--- src/rtl/nbcac_4di_stream_encoder.sv ---
// Transmit end of the 5-wire NBCAC link: encodes 4-bit words into forbidden-pattern-free
// codewords and streams them out of a small FIFO with valid/ready handshakes.
module nbcac_4di_stream_encoder #(
  parameter int          DEPTH     = 4,
  parameter int          CNT_W     = 16,
  parameter logic [4:0]  IDLE_CODE = 5'b00000
) (
  input  logic             clock,
  input  logic             rst,
  input  logic [3:0]       datain,
  input  logic             in_valid,
  output logic             in_ready,
  output logic [4:0]       codeout,
  output logic             out_valid,
  input  logic             out_ready,
  output logic [CNT_W-1:0] sent_count
);

  localparam int PTR_W = $clog2(DEPTH);
  localparam int OCC_W = PTR_W + 1;

  // v-th FPF word in ascending binary order; the decoder relies on this exact table.
  function automatic logic [4:0] fpf_encode(input logic [3:0] v);
    case (v)
      4'd0:    fpf_encode = 5'b00000;
      4'd1:    fpf_encode = 5'b00001;
      4'd2:    fpf_encode = 5'b00011;
      4'd3:    fpf_encode = 5'b00110;
      4'd4:    fpf_encode = 5'b00111;
      4'd5:    fpf_encode = 5'b01100;
      4'd6:    fpf_encode = 5'b01110;
      4'd7:    fpf_encode = 5'b01111;
      4'd8:    fpf_encode = 5'b10000;
      4'd9:    fpf_encode = 5'b10001;
      4'd10:   fpf_encode = 5'b10011;
      4'd11:   fpf_encode = 5'b11000;
      4'd12:   fpf_encode = 5'b11001;
      4'd13:   fpf_encode = 5'b11100;
      4'd14:   fpf_encode = 5'b11110;
      default: fpf_encode = 5'b11111;
    endcase
  endfunction

  logic [DEPTH-1:0][4:0] mem_q;
  logic [PTR_W-1:0]      wr_ptr_q, wr_ptr_d;
  logic [PTR_W-1:0]      rd_ptr_q, rd_ptr_d;
  logic [OCC_W-1:0]      occ_q, occ_d;
  logic [4:0]            code_q, code_d;
  logic                  vld_q, vld_d;
  logic [CNT_W-1:0]      cnt_q, cnt_d;

  logic [4:0] enc_word;
  logic       full, push, pop, drained;

  assign enc_word = fpf_encode(datain);
  assign full     = (occ_q == OCC_W'(DEPTH));

  // Ready depends only on registered occupancy; forced low while reset is held.
  assign in_ready = ~rst & ~full;
  assign push     = in_valid & in_ready;
  assign pop      = vld_q & out_ready;
  // Queue has nothing left behind the head once this cycle's pop is taken.
  assign drained  = (occ_q == OCC_W'(pop));

  always_comb begin
    wr_ptr_d = wr_ptr_q + PTR_W'(push);
    rd_ptr_d = rd_ptr_q + PTR_W'(pop);
    occ_d    = occ_q + OCC_W'(push) - OCC_W'(pop);
    cnt_d    = cnt_q + CNT_W'(pop);
    vld_d    = (occ_d != '0);
    code_d   = code_q;
    if (occ_d != '0) begin
      // New head is either the word being pushed now (bypass) or already stored.
      code_d = drained ? enc_word : mem_q[rd_ptr_d];
    end
  end

  always_ff @(posedge clock) begin
    if (push) mem_q[wr_ptr_q] <= enc_word;
  end

  always_ff @(posedge clock or posedge rst) begin
    if (rst) begin
      wr_ptr_q <= '0;
      rd_ptr_q <= '0;
      occ_q    <= '0;
      code_q   <= IDLE_CODE;
      vld_q    <= 1'b0;
      cnt_q    <= '0;
    end else begin
      wr_ptr_q <= wr_ptr_d;
      rd_ptr_q <= rd_ptr_d;
      occ_q    <= occ_d;
      code_q   <= code_d;
      vld_q    <= vld_d;
      cnt_q    <= cnt_d;
    end
  end

  assign codeout    = code_q;
  assign out_valid  = vld_q;
  assign sent_count = cnt_q;

endmodule
--- config.mk ---
export PLATFORM = sky130hd
export DESIGN_NAME = nbcac_4di_stream_encoder
export DESIGN_NICKNAME = d
export VERILOG_FILES = /design/src/rtl/nbcac_4di_stream_encoder.sv
export SDC_FILE = /design/constraint.sdc
export NUM_CORES = 1
export LEC_CHECK = 0
export ABC_AREA = 1
export BUFFER_PORTS_ARGS = -buffer_cell sky130_fd_sc_hd__buf_2
export CORE_MARGIN = 3
export CORE_UTILIZATION = 55
export CTS_CLUSTER_SIZE = 12
export DETAILED_ROUTE_END_ITERATION = 16
export GPL_TIMING_DRIVEN = 0
export HOLD_SLACK_MARGIN = 0.15
export PLACE_DENSITY_LB_ADDON = 0.2
export REMOVE_ABC_BUFFERS = 1
export SLEW_MARGIN = 20
export SYNTH_ARGS = -nofsm -noshare
export SYNTH_HDL_FRONTEND = slang
export SYNTH_SLANG_ARGS = --single-unit
--- constraint.sdc ---
create_clock -name clock -period 6.1 [get_ports clock]
set_input_delay 0.915 -clock clock [delete_from_list [all_inputs] [get_ports clock]]
set_output_delay 0.915 -clock clock [all_outputs]
set_load 0.05 [all_outputs]
==> results.py <==
metrics = {
    "cells_and_area": {
        "fill_cells": 340,
        "design_area_sq_um": 2670,
        "n_antenna_cell": 0,
        "area_growth_pct": 12.6,
        "drive_above_1_share": 0.179,
        "fin_util": 0.653,
        "nets": 308,
    },
    "setup_path": {
        "crit_fanout": 6,
        "worst-endpoint-required_ns": 6.29,
        "crit_path_end_kind": "flip-flop",
        "cp.arrival_ns": 2.95,
        "critPathLaunchType": "input pin",
        "crit_start": "rst",
        "crit_type": "in2reg",
        "r2r_start": "occ_q[1]",
    },
    "yosys": {
        "synth-seq-cells": 49,
        "ys_top_cells_by_count": "nand2_1, dfrtp_1, inv_1",
        "muxShareOfSynthArea": 0,
        "ys_warn_count": 0,
        "synthXorXnorAreaFrac": 0.0517,
        "syn_area_per_cell_sq_um": 9.37,
        "synthArstFlopShare": 0.592,
        "yosysUniqueCellTypes": 24,
        "synth_edf_count": 20,
        "yosysSeqAreaShare": 0.559,
        "synth_flop_cell": "dfrtp_1",
        "syn_area_sq_um": 2370,
        "yosys.area.top_type_share": 0.306,
        "synth_cells": 253,
        "synth-compound-area-share": 0.0132,
        "synth_adder_area_share": 0.0612,
        "synth_top_family_by_area": "simple AND/OR/NAND/NOR gates",
        "yosysTopAreaCell": "dfrtp_1",
        "synth-simple-area-share": 0.267,
        "ys_top_cells_by_area": "dfrtp_1, edfxtp_1, nand2_1",
        "yosysMostFrequentCell": "nand2_1",
    },
    "placed_design": {
        "io_buffers": 30,
        "gp_congestion": 0.831,
        "place_area_sq_um": 2580,
        "pre_cts_slack_ns": 3.01,
        "hpwl_microns": 3070,
    },
    "clock_tree": {
        "cts_resized": 0,
        "clock-sinks": 49,
        "holdBufCountCts": 0,
        "root_buffer": "clkbuf_8",
        "post_cts_buffers": 0,
        "numCtsBuffers": 5,
        "clk_pin_slew_ns": 0.09,
        "cts_tree": "built",
        "cts_buffer_depth": 2,
        "clk_latency_ns": 0.30,
        "htreeDepth": 2,
    },
    "drt": {
        "drt_iter0_drc": 70,
        "routed_via_density": 4.96,
        "ant_nets": 0,
        "vias": 1688,
        "avgRoutedWirePerCell_microns": 12.0,
        "first_pass_iters": 4,
        "drc_errors": 0,
        "finalWirelength_microns": 4100,
    },
    "power_and_ir_drop": {
        "vdd_drop_max_uv": 296,
        "p_per_area_nw_per_um2": 480,
        "power.leakage_uw": 0.00136,
    },
    "timing": {
        "tightest_slew_ns": 0.785,
        "holdWs_ns": 0.497,
        "fmax_ghz": 0.363,
        "tns_ns": 0,
        "setup-violations-final": 0,
        "min_period_ns": 2.75,
        "rsz0062_at_grt": "false",
        "period_share": 0.451,
        "maxSlewViolCount": 0,
        "skew_ns": 0.00681,
        "relSlewSlack": 0.473,
        "hold_viol": 0,
        "final.setup.worst_slack_ns": 3.35,
    },
    "die": {
        "io_pins": 31,
        "die_h_microns": 71.7,
        "rows": 23,
        "core_area_sq_um": 4090,
        "die_w_microns": 71.7,
        "initial_core_util": 0.580,
        "die-area_sq_um": 5130,
    },
    "grt": {
        "grt_overflow": 0,
        "antenna_found_initial": 0,
        "grt_max_degree": 30,
        "grt_pass1_wl_microns": 7160,
        "track_usage": 0.181,
        "grt_pass1_vias": 1661,
    },
    "flow_run": {
        "cap_viol_max_count": 0,
    },
    "run_status": {
        "outcome": "finished, final reports clean",
    },
    "min_path": {
        "hold_start": "sent_count[15]",
        "holdCritPathClass": "reg2reg",
    },
}
routing by layer:
layer | vias to the layer above | track usage | share of wire
met5 | - | 0 | 0
met4 | 0 | 0.0689 | 0.018
met3 | 5 | 0.0421 | 0.040
met2 | 34 | 0.305 | 0.49
met1 | 776 | 0.228 | 0.45
li1 | 873 | - | -
worst max-delay path, stage by stage:
cell     delay [ns]
buf_2          0.12
a31oi_4        0.15
nand2_2        0.12
ha_1           0.30
inv_1          0.04
ha_1           0.18
fa_1           0.45
nor2_1         0.41
nand2_4        0.12
nand2_1        0.10
nand2_1        0.05
cells by family after synthesis:
group                    count (synthesis)
AO/OA/AOI/OAI                            3
buffers and inverters                   29
XOR/XNOR                                14
AND/OR/NAND/NOR                        147
adder cells (fa/ha/maj)                 11
flip-flops                              49
path summary, 6_finish.rpt:
kind / end / cells past startpoint / slack, ns
max: codeout[4] / 11 / 3.35
min: sent_count[15] / 2 / 0.50
max reg2reg: codeout[4] / 11 / 3.55
min reg2reg: sent_count[15] / 2 / 0.50
max in group asynchronous: rd_ptr_q[1] / 2 / 5.00
min in group asynchronous: out_valid / 2 / 0.71
registers in the layout, summed over array words and instances (netlist names):
| name | flops |
|---|---|
| rd_ptr_q | 2 |
| sent_count | 16 |
| occ_q | 3 |
| codeout | 5 |
| wr_ptr_q | 2 |
| mem_q | 20 |
| out_valid | 1 |
area by class of cell:
type                    instances  area [sq um]  share of cell area
flip-flops and latches         49          1330               0.497
multi-input cells             175           932               0.349
repair buffers                 30           150              0.0563
inverters                      28           108              0.0403
clock buffers                   8          90.1              0.0338
well taps                      50          62.6              0.0234
through the flow:
stage | total power (uW) | cells
detailed placement | 1100 | 332
global placement | 1090 | 332
finish | 1280 | 340
floorplan | 961 | 252
CTS | 1300 | 340
global route | 1390 | 340
report_power, final:
| group | switching [uW] | internal [uW] | total, uW |
|---|---|---|---|
| logic | 433 | 161 | 594 |
| registers | 62.9 | 431 | 494 |
| clock network | 101 | 92.6 | 194 |
layout by cell type (no fill, tap or decap), types with 4 or more instances in the layout:
cell / netlist / routed
dfrtp_1: 29 / 29
nor3_1: 7 / 7
inv_2: 4 / 5
nor2_1: 10 / 10
clkbuf_8: 0 / 6
nand2_1: 101 / 101
nand2_2: 4 / 4
ha_1: 10 / 10
edfxtp_1: 20 / 20
buf_2: 1 / 30
inv_1: 23 / 22
xor2_1: 12 / 12
nand4_1: 4 / 4
nand3_1: 14 / 14
No activity file was read; power rests on OpenSTA's default activity.
